## config.mk

```make
export PLATFORM = sky130hd
export DESIGN_NAME = munoc_axi_quiesce_ctrl_flat
export DESIGN_NICKNAME = d
export VERILOG_FILES = /design/src/rtl/munoc_axi_quiesce_ctrl_pkg.sv /design/src/rtl/munoc_axi_quiesce_ctrl_if.sv /design/src/rtl/munoc_quiesce_counter.sv /design/src/rtl/munoc_axi_quiesce_ctrl.sv /design/src/flat_wrapper.sv
export SDC_FILE = /design/constraint.sdc
export NUM_CORES = 1
export LEC_CHECK = 0
export ABC_AREA = 0
export CAP_MARGIN = 20
export CORE_MARGIN = 5
export CORE_UTILIZATION = 31
export CTS_CLUSTER_SIZE = 16
export DETAILED_ROUTE_END_ITERATION = 7
export GPL_ROUTABILITY_DRIVEN = 0
export GPL_TIMING_DRIVEN = 0
export PLACE_DENSITY = 0.57
export SYNTH_ARGS = -nofsm -noshare
export SYNTH_HDL_FRONTEND = slang
export SYNTH_SLANG_ARGS = --single-unit
```

## constraint.sdc

```tcl
create_clock -name clk -period 2 [get_ports clk]
set_input_delay 0.4 -clock clk [delete_from_list [all_inputs] [get_ports clk]]
set_output_delay 0.4 -clock clk [all_outputs]
set_load 0.1 [all_outputs]
```

## src/rtl/munoc_axi_quiesce_ctrl_pkg.sv

```systemverilog
`default_nettype none
// +----------------------------------------------------------------------------+
// | Module      : munoc_axi_quiesce_ctrl_pkg                                   |
// | Description : Shared state encoding and width helper for the AXI quiesce   |
// |               controller and its counter.                                  |
// | Revision    : 1.0 - initial release                                        |
// +----------------------------------------------------------------------------+
package munoc_axi_quiesce_ctrl_pkg;

  // Port-isolation lifecycle states
  typedef enum logic [1:0] {
    ST_OPEN     = 2'd0,
    ST_DRAIN    = 2'd1,
    ST_ISOLATED = 2'd2
  } qstate_e;

  // Bits needed to hold the values 0..n inclusive
  function automatic int clog2p1(input int n);
    return $clog2(n + 1);
  endfunction

endpackage
`default_nettype wire

```

## src/rtl/munoc_axi_quiesce_ctrl_if.sv

```systemverilog
`default_nettype none
// +----------------------------------------------------------------------------+
// | Module      : munoc_axi_quiesce_ctrl_if                                    |
// | Description : AXI channel handshake bundle observed by the quiesce        |
// |               controller. master drives, slave only watches.               |
// | Revision    : 1.0 - initial release                                        |
// +----------------------------------------------------------------------------+
interface munoc_axi_quiesce_ctrl_if;

  logic awvalid;
  logic awready;
  logic wvalid;
  logic wready;
  logic wlast;
  logic bvalid;
  logic bready;
  logic arvalid;
  logic arready;
  logic rvalid;
  logic rready;
  logic rlast;

  modport master (
    output awvalid, awready, wvalid, wready, wlast, bvalid, bready,
           arvalid, arready, rvalid, rready, rlast
  );

  modport slave (
    input  awvalid, awready, wvalid, wready, wlast, bvalid, bready,
           arvalid, arready, rvalid, rready, rlast
  );

endinterface
`default_nettype wire

```

## src/rtl/munoc_quiesce_counter.sv

```systemverilog
`default_nettype none
// +----------------------------------------------------------------------------+
// | Module      : munoc_quiesce_counter                                        |
// | Description : Saturating up/down outstanding-burst counter with a sticky  |
// |               error flag on increment-at-max or decrement-at-zero.         |
// | Revision    : 1.0 - initial release                                        |
// +----------------------------------------------------------------------------+
module munoc_quiesce_counter #(
  parameter int MAX_VAL = 8,
  parameter int BW      = 4
) (
  input  wire logic          clk,
  input  wire logic          rstnn,
  input  wire logic          inc,
  input  wire logic          dec,
  output logic [BW-1:0]      count_nxt,
  output logic               err
);

  localparam logic [BW-1:0] C_MAX = BW'(MAX_VAL);
  localparam logic [BW-1:0] C_ONE = BW'(1);

  logic [BW-1:0] count_q, count_d;
  logic          err_q, err_d;

  // Next count: simultaneous inc/dec cancel; out-of-range steps hold and flag
  always_comb begin
    count_d = count_q;
    err_d   = err_q;
    if (inc && !dec) begin
      if (count_q == C_MAX) err_d = 1'b1;
      else                  count_d = count_q + C_ONE;
    end else if (dec && !inc) begin
      if (count_q == '0)    err_d = 1'b1;
      else                  count_d = count_q - C_ONE;
    end
  end

  // Count and sticky error registers
  always_ff @(posedge clk or negedge rstnn) begin
    if (!rstnn) begin
      count_q <= '0;
      err_q   <= 1'b0;
    end else begin
      count_q <= count_d;
      err_q   <= err_d;
    end
  end

  assign count_nxt = count_d;
  assign err       = err_q;

endmodule
`default_nettype wire

```

## src/rtl/munoc_axi_quiesce_ctrl.sv

```systemverilog
`default_nettype none
// +----------------------------------------------------------------------------+
// | Module      : munoc_axi_quiesce_ctrl                                       |
// | Description : Quiesces an AXI port: stops new addresses, waits for all    |
// |               in-flight bursts (or a timeout), then raises the isolation   |
// |               gate and acknowledges.                                       |
// | Revision    : 1.0 - initial release                                        |
// +----------------------------------------------------------------------------+
module munoc_axi_quiesce_ctrl
  import munoc_axi_quiesce_ctrl_pkg::*;
#(
  parameter int MAX_OUTSTANDING = 8,
  parameter int TIMEOUT_CYCLES  = 1024
) (
  input  wire logic               clk,
  input  wire logic               rstnn,
  input  wire logic               isolate_req,
  munoc_axi_quiesce_ctrl_if.slave axi,
  output logic                    block_new,
  output logic                    block,
  output logic                    isolate_ack,
  output logic                    drain_timeout,
  output logic                    cnt_error
);

  localparam int BW_CNT = clog2p1(MAX_OUTSTANDING);
  localparam int BW_TMR = clog2p1(TIMEOUT_CYCLES);
  localparam int WD_W   = BW_CNT + 1;

  localparam logic [BW_TMR-1:0]      C_TMR_LAST = BW_TMR'(TIMEOUT_CYCLES - 1);
  localparam logic [BW_TMR-1:0]      C_TMR_ONE  = BW_TMR'(1);
  localparam logic signed [WD_W-1:0] C_WD_ONE   = WD_W'(1);

  logic aw_fire, w_last_fire, b_fire, ar_fire, r_last_fire, addr_stall;

  assign aw_fire     = axi.awvalid & axi.awready;
  assign w_last_fire = axi.wvalid  & axi.wready & axi.wlast;
  assign b_fire      = axi.bvalid  & axi.bready;
  assign ar_fire     = axi.arvalid & axi.arready;
  assign r_last_fire = axi.rvalid  & axi.rready & axi.rlast;
  // A stalled address beat must complete before masking its valid upstream
  assign addr_stall  = (axi.awvalid & ~axi.awready) | (axi.arvalid & ~axi.arready);

  logic [BW_CNT-1:0] wr_cnt_nxt, rd_cnt_nxt;
  logic              wr_err, rd_err;

  munoc_quiesce_counter #(.MAX_VAL(MAX_OUTSTANDING), .BW(BW_CNT)) u_wr_cnt (
    .clk       (clk),
    .rstnn     (rstnn),
    .inc       (aw_fire),
    .dec       (b_fire),
    .count_nxt (wr_cnt_nxt),
    .err       (wr_err)
  );

  munoc_quiesce_counter #(.MAX_VAL(MAX_OUTSTANDING), .BW(BW_CNT)) u_rd_cnt (
    .clk       (clk),
    .rstnn     (rstnn),
    .inc       (ar_fire),
    .dec       (r_last_fire),
    .count_nxt (rd_cnt_nxt),
    .err       (rd_err)
  );

  logic signed [WD_W-1:0] wd_bal_q, wd_bal_d;
  qstate_e                state_q, state_d;
  logic [BW_TMR-1:0]      timer_q, timer_d;
  logic                   drain_timeout_q, drain_timeout_d;
  logic                   block_new_q, block_new_d;
  logic                   block_q, block_d;
  logic                   isolate_ack_q, isolate_ack_d;
  logic                   drained_nxt;

  // Write-data balance: address accepted vs last data beat accepted
  always_comb begin
    wd_bal_d = wd_bal_q;
    if (aw_fire && !w_last_fire)      wd_bal_d = wd_bal_q + C_WD_ONE;
    else if (!aw_fire && w_last_fire) wd_bal_d = wd_bal_q - C_WD_ONE;
  end

  // Drained is judged on the counts including this cycle's fires
  assign drained_nxt = (wr_cnt_nxt == '0) && (rd_cnt_nxt == '0) && (wd_bal_d == '0);

  // Quiesce FSM next state, timer, timeout flag and registered output values
  always_comb begin
    state_d         = state_q;
    timer_d         = timer_q;
    drain_timeout_d = drain_timeout_q;
    case (state_q)
      ST_OPEN: begin
        if (isolate_req && !addr_stall) begin
          state_d         = ST_DRAIN;
          timer_d         = '0;
          drain_timeout_d = 1'b0;
        end
      end
      ST_DRAIN: begin
        timer_d = timer_q + C_TMR_ONE;
        if (!isolate_req) begin
          state_d = ST_OPEN;
        end else if (drained_nxt) begin
          state_d = ST_ISOLATED;
        end else if (timer_q == C_TMR_LAST) begin
          state_d         = ST_ISOLATED;
          drain_timeout_d = 1'b1;
        end
      end
      ST_ISOLATED: begin
        if (!isolate_req) state_d = ST_OPEN;
      end
      default: state_d = ST_OPEN;
    endcase
    block_new_d   = (state_d != ST_OPEN);
    block_d       = (state_d == ST_ISOLATED);
    isolate_ack_d = (state_d == ST_ISOLATED);
  end

  // State, timer, balance and output registers
  always_ff @(posedge clk or negedge rstnn) begin
    if (!rstnn) begin
      state_q         <= ST_OPEN;
      timer_q         <= '0;
      wd_bal_q        <= '0;
      drain_timeout_q <= 1'b0;
      block_new_q     <= 1'b0;
      block_q         <= 1'b0;
      isolate_ack_q   <= 1'b0;
    end else begin
      state_q         <= state_d;
      timer_q         <= timer_d;
      wd_bal_q        <= wd_bal_d;
      drain_timeout_q <= drain_timeout_d;
      block_new_q     <= block_new_d;
      block_q         <= block_d;
      isolate_ack_q   <= isolate_ack_d;
    end
  end

  assign block_new     = block_new_q;
  assign block         = block_q;
  assign isolate_ack   = isolate_ack_q;
  assign drain_timeout = drain_timeout_q;
  assign cnt_error     = wr_err | rd_err;

endmodule
`default_nettype wire

```

## src/flat_wrapper.sv

```systemverilog
// flat-port wrapper written by rule: the top's interface ports become plain ports
module munoc_axi_quiesce_ctrl_flat import munoc_axi_quiesce_ctrl_pkg::*;
#(
  parameter int MAX_OUTSTANDING = 8,
  parameter int TIMEOUT_CYCLES  = 1024
)
  (clk, rstnn, isolate_req, block_new, block, isolate_ack, drain_timeout, cnt_error, axi_awvalid, axi_awready, axi_wvalid, axi_wready, axi_wlast, axi_bvalid, axi_bready, axi_arvalid, axi_arready, axi_rvalid, axi_rready, axi_rlast);
  munoc_axi_quiesce_ctrl_if axi_i ();
  input  wire logic clk;
  input  wire logic rstnn;
  input  wire logic isolate_req;
  output logic block_new;
  output logic block;
  output logic isolate_ack;
  output logic drain_timeout;
  output logic cnt_error;
  input wire logic [$bits(axi_i.awvalid)-1:0] axi_awvalid;
  input wire logic [$bits(axi_i.awready)-1:0] axi_awready;
  input wire logic [$bits(axi_i.wvalid)-1:0] axi_wvalid;
  input wire logic [$bits(axi_i.wready)-1:0] axi_wready;
  input wire logic [$bits(axi_i.wlast)-1:0] axi_wlast;
  input wire logic [$bits(axi_i.bvalid)-1:0] axi_bvalid;
  input wire logic [$bits(axi_i.bready)-1:0] axi_bready;
  input wire logic [$bits(axi_i.arvalid)-1:0] axi_arvalid;
  input wire logic [$bits(axi_i.arready)-1:0] axi_arready;
  input wire logic [$bits(axi_i.rvalid)-1:0] axi_rvalid;
  input wire logic [$bits(axi_i.rready)-1:0] axi_rready;
  input wire logic [$bits(axi_i.rlast)-1:0] axi_rlast;
  assign axi_i.awvalid = axi_awvalid;
  assign axi_i.awready = axi_awready;
  assign axi_i.wvalid = axi_wvalid;
  assign axi_i.wready = axi_wready;
  assign axi_i.wlast = axi_wlast;
  assign axi_i.bvalid = axi_bvalid;
  assign axi_i.bready = axi_bready;
  assign axi_i.arvalid = axi_arvalid;
  assign axi_i.arready = axi_arready;
  assign axi_i.rvalid = axi_rvalid;
  assign axi_i.rready = axi_rready;
  assign axi_i.rlast = axi_rlast;
  munoc_axi_quiesce_ctrl #(.MAX_OUTSTANDING(MAX_OUTSTANDING), .TIMEOUT_CYCLES(TIMEOUT_CYCLES)) u_core (.clk(clk), .rstnn(rstnn), .isolate_req(isolate_req), .axi(axi_i), .block_new(block_new), .block(block), .isolate_ack(isolate_ack), .drain_timeout(drain_timeout), .cnt_error(cnt_error));
endmodule
```

==> results.py <==
metrics = {
    "setup_path": {
        "startpoint": "axi_rlast",
        "timing.rr.start": "u_core.u_wr_cnt.count_q[1]",
        "critPathKind": "input port to flop",
        "required_ns": 2.17,
        "cp_slowest_stage_delay_ns": 0.40,
        "cp_max_fo": 3,
        "worstSetupStartpointType": "input port",
        "end_kind": "flop",
        "crit_chain": "buf_6, and3_4, inv_2, ha_4, nand2b_4, or4_4, a32o_2, nor3_2, nand4b_1, a221o_1",
        "cp.buffers_inverters": 2,
        "crit_slowest_cell": "or4_4",
        "arrival_ns": 2.33,
        "cpLargestDelayFamily": "simple AND/OR/NAND/NOR gates",
    },
    "drt": {
        "ant_nets": 0,
        "routed_wl_mm": 4.05,
        "firstDrtPassIters": 4,
        "dr_total_vias": 1584,
        "route.detailed.drc": 0,
        "via_per_inst": 4.90,
        "drt-wirelength-per-cell_um": 12.5,
        "drt-initial-drc-count": 47,
    },
    "placed_design": {
        "port_buffers": 19,
        "dp_hpwl_mm": 2.88,
        "post-place-ws_ns": -0.984,
    },
    "sta": {
        "worst_pin_slew_ns": 0.958,
        "finalHoldWorstSlack_ns": 0.159,
        "fin_ws_ns": -0.167,
        "skew_ns": 0.00656,
        "rsz0062_at_grt": "yes",
        "hold_viol_final": 0,
        "slew_viol_final": 0,
        "min_period_ns": 2.17,
        "setup_viol": 4,
        "fin_crit_sh": 1.08,
        "timing.slew.headroom": 0.364,
        "fmax_ghz": 0.461,
    },
    "power": {
        "power.density_nw_per_um2": 1180,
        "vdd.ir_drop.worst_mv": 0.409,
        "p_leak_uw": 0.00110,
    },
    "die": {
        "die_w_um": 88.7,
        "die_y_um": 88.7,
        "rows": 28,
        "coreArea_um2": 5960,
        "die-area_um2": 7870,
        "ioPinCount": 20,
        "start_util": 0.322,
    },
    "global_route": {
        "first_global_vias": 1458,
        "grt-ovfl-total": 0,
        "grt_start_max_net_pins": 32,
        "grt_pass1_wl_mm": 6.60,
        "grt.total_usage": 0.106,
        "antenna_found_initial": 0,
    },
    "cts": {
        "clockRootBuffer": "clkbuf_8",
        "cts_max_level": 2,
        "cts_buffer_depth": 2,
        "numCtsBuffers": 5,
        "cts_hold_buf": 0,
        "clk_pin_slew_ns": 0.07,
        "cts_sinks": 31,
        "clock_latency_ns": 0.28,
        "cts_tree": "yes",
    },
    "final_layout": {
        "layout-drive-gt1-share": 0.286,
        "syn2layout_area_growth_pct": 29.6,
        "multi_input_area_um2": 1180,
        "n_fill_cell": 595,
        "n_antenna_cell": 0,
        "nets": 274,
        "register_area_um2": 777,
    },
    "synth": {
        "synth_edf_count": 0,
        "seq_area_frac_synth": 0.404,
        "async_reset_ff_frac": 1.00,
        "ys_ff_latch": 31,
        "synthFlopType": "dfrtp_1",
        "yosysUniqueCellTypes": 50,
        "syn_avg_cell_area_um2": 9.10,
        "synth.net_count": 237,
        "ys_warn_count": 0,
        "synth_top_area_frac": 0.404,
        "synth_common_cells": "31 x dfrtp_1, 26 x nand2_1, 17 x nor2_1, 15 x inv_1, 11 x ha_1",
        "syn_area_um2": 1920,
        "yosysMostFrequentCell": "dfrtp_1",
        "yosysTopAreaCell": "dfrtp_1",
        "syn-instance-count": 211,
        "synth_area_leaders": "dfrtp_1 40%, ha_1 7.2%, nand2_1 5.1%, xnor2_1 3.7%, nor2_1 3.3%",
    },
    "outcome": {
        "violations": "negative setup slack",
        "status": "complete, but fails checks",
    },
    "run": {
        "max-cap-violations": 0,
    },
    "worst_hold_path": {
        "hold_class": "input port to async pin",
    },
}
## final cells by class
type                            instances  share of cell area
Multi-Input combinational cell        159               0.473
Sequential cell                        31               0.312
Timing Repair Buffer                   32               0.106
Tap cell                               75              0.0377
Clock buffer                            6              0.0332
Inverter                               15              0.0226
Buffer                                  4              0.0136
Clock inverter                          1             0.00201
## report_power, final
| group | total [uW] | internal (uW) | switching, uW |
|---|---|---|---|
| clock network | 499 | 270 | 229 |
| logic | 1390 | 649 | 741 |
| registers | 1050 | 835 | 211 |
| total | 2940 | 1750 | 1180 |
## cells by family after synthesis
family / count (synthesis) / synth area share
AND/OR/NAND/NOR: 88 / 0.238
AO/OA/AOI/OAI: 45 / 0.166
flip-flops: 31 / 0.404
buffers and inverters: 21 / 0.0515
XOR/XNOR: 14 / 0.0639
adder cells (fa/ha/maj): 11 / 0.0717
multiplexers: 1 / 0.00522
## state kept, by name, indices dropped and copies added, names as in the netlist, 2 cells and up
signal,count
u_core.u_wr_cnt.count_q,4
u_core.timer_q,11
u_core.state_q,2
u_core.u_rd_cnt.count_q,4
u_core.wd_bal_q,5
## final timing paths
| kind | to | slack (ns) | cells after the start |
|---|---|---|---|
| min in group clk | u_core.wd_bal_q[4] | 0.45 | 1 |
| max | u_core.drain_timeout | -0.17 | 10 |
| max reg2reg | u_core.drain_timeout | -0.14 | 8 |
| max in group asynchronous | u_core.u_rd_cnt.count_q[1] | 1.35 | 1 |
| min | u_core.timer_q[10] | 0.16 | 1 |
| min reg2reg | u_core.wd_bal_q[4] | 0.45 | 1 |
## stage by stage
| step | area [um2] | TNS (ns) | utilization | std cells | power (uW) |
|---|---|---|---|---|---|
| 5_1_grt | 2490 | -0.848 | 0.418 | 323 | 3150 |
| 3_3_place_gp | 2230 | -9.09 | 0.375 | 305 | 2160 |
| 3_5_place_dp | 2230 | -5.74 | 0.374 | 305 | 2170 |
| 2_1_floorplan | 1950 | -0.514 | - | 211 | 1900 |
| 6_report | 2490 | -0.457 | 0.418 | 323 | 2940 |
| 4_1_cts | 2370 | -1.11 | 0.398 | 317 | 2710 |
## metal layers
layer | vias up | share of wire | GRT usage
li1 | 820 | - | -
met1 | 744 | 0.47 | 0.137
met2 | 15 | 0.48 | 0.177
met3 | 5 | 0.033 | 0.0214
met4 | 0 | 0.016 | 0.0371
met5 | - | 0 | 0
## placed cells by master (no fill, tap or decap), types with 4 or more instances in the layout
| cell type | n |
|---|---|
| a21oi_1 | 9 |
| and3_1 | 6 |
| buf_4 | 14 |
| buf_6 | 5 |
| clkbuf_8 | 6 |
| clkdlybuf4s50_1 | 4 |
| dfrtp_1 | 30 |
| ha_1 | 6 |
| ha_4 | 4 |
| inv_1 | 10 |
| inv_2 | 5 |
| nand2_1 | 23 |
| nand3_1 | 7 |
| nor2_1 | 17 |
| nor3_1 | 4 |
| o21ai_0 | 7 |
| or3_1 | 5 |
| xnor2_1 | 8 |
| xor2_1 | 6 |
## worst reg2reg max path: cells and delay by family (launching register included)
| family | cells | cell delay [ns] |
|---|---|---|
| AND/OR/NAND/NOR | 3 | 0.74 |
| AO/OA/AOI/OAI | 3 | 0.65 |
| flip-flops | 1 | 0.39 |
| adder cells (fa/ha/maj) | 1 | 0.16 |
| buffers and inverters | 1 | 0.10 |
## what timing repair did
action / in CTS / in global routing
pin swaps: 15 / 14
resized for setup: 40 / 25
gates cloned: 0 / 0
buffers inserted: 5 / 8
endpoints found under the setup margin: 11 / 9
Note: power is estimated with default switching activity, not from simulation.
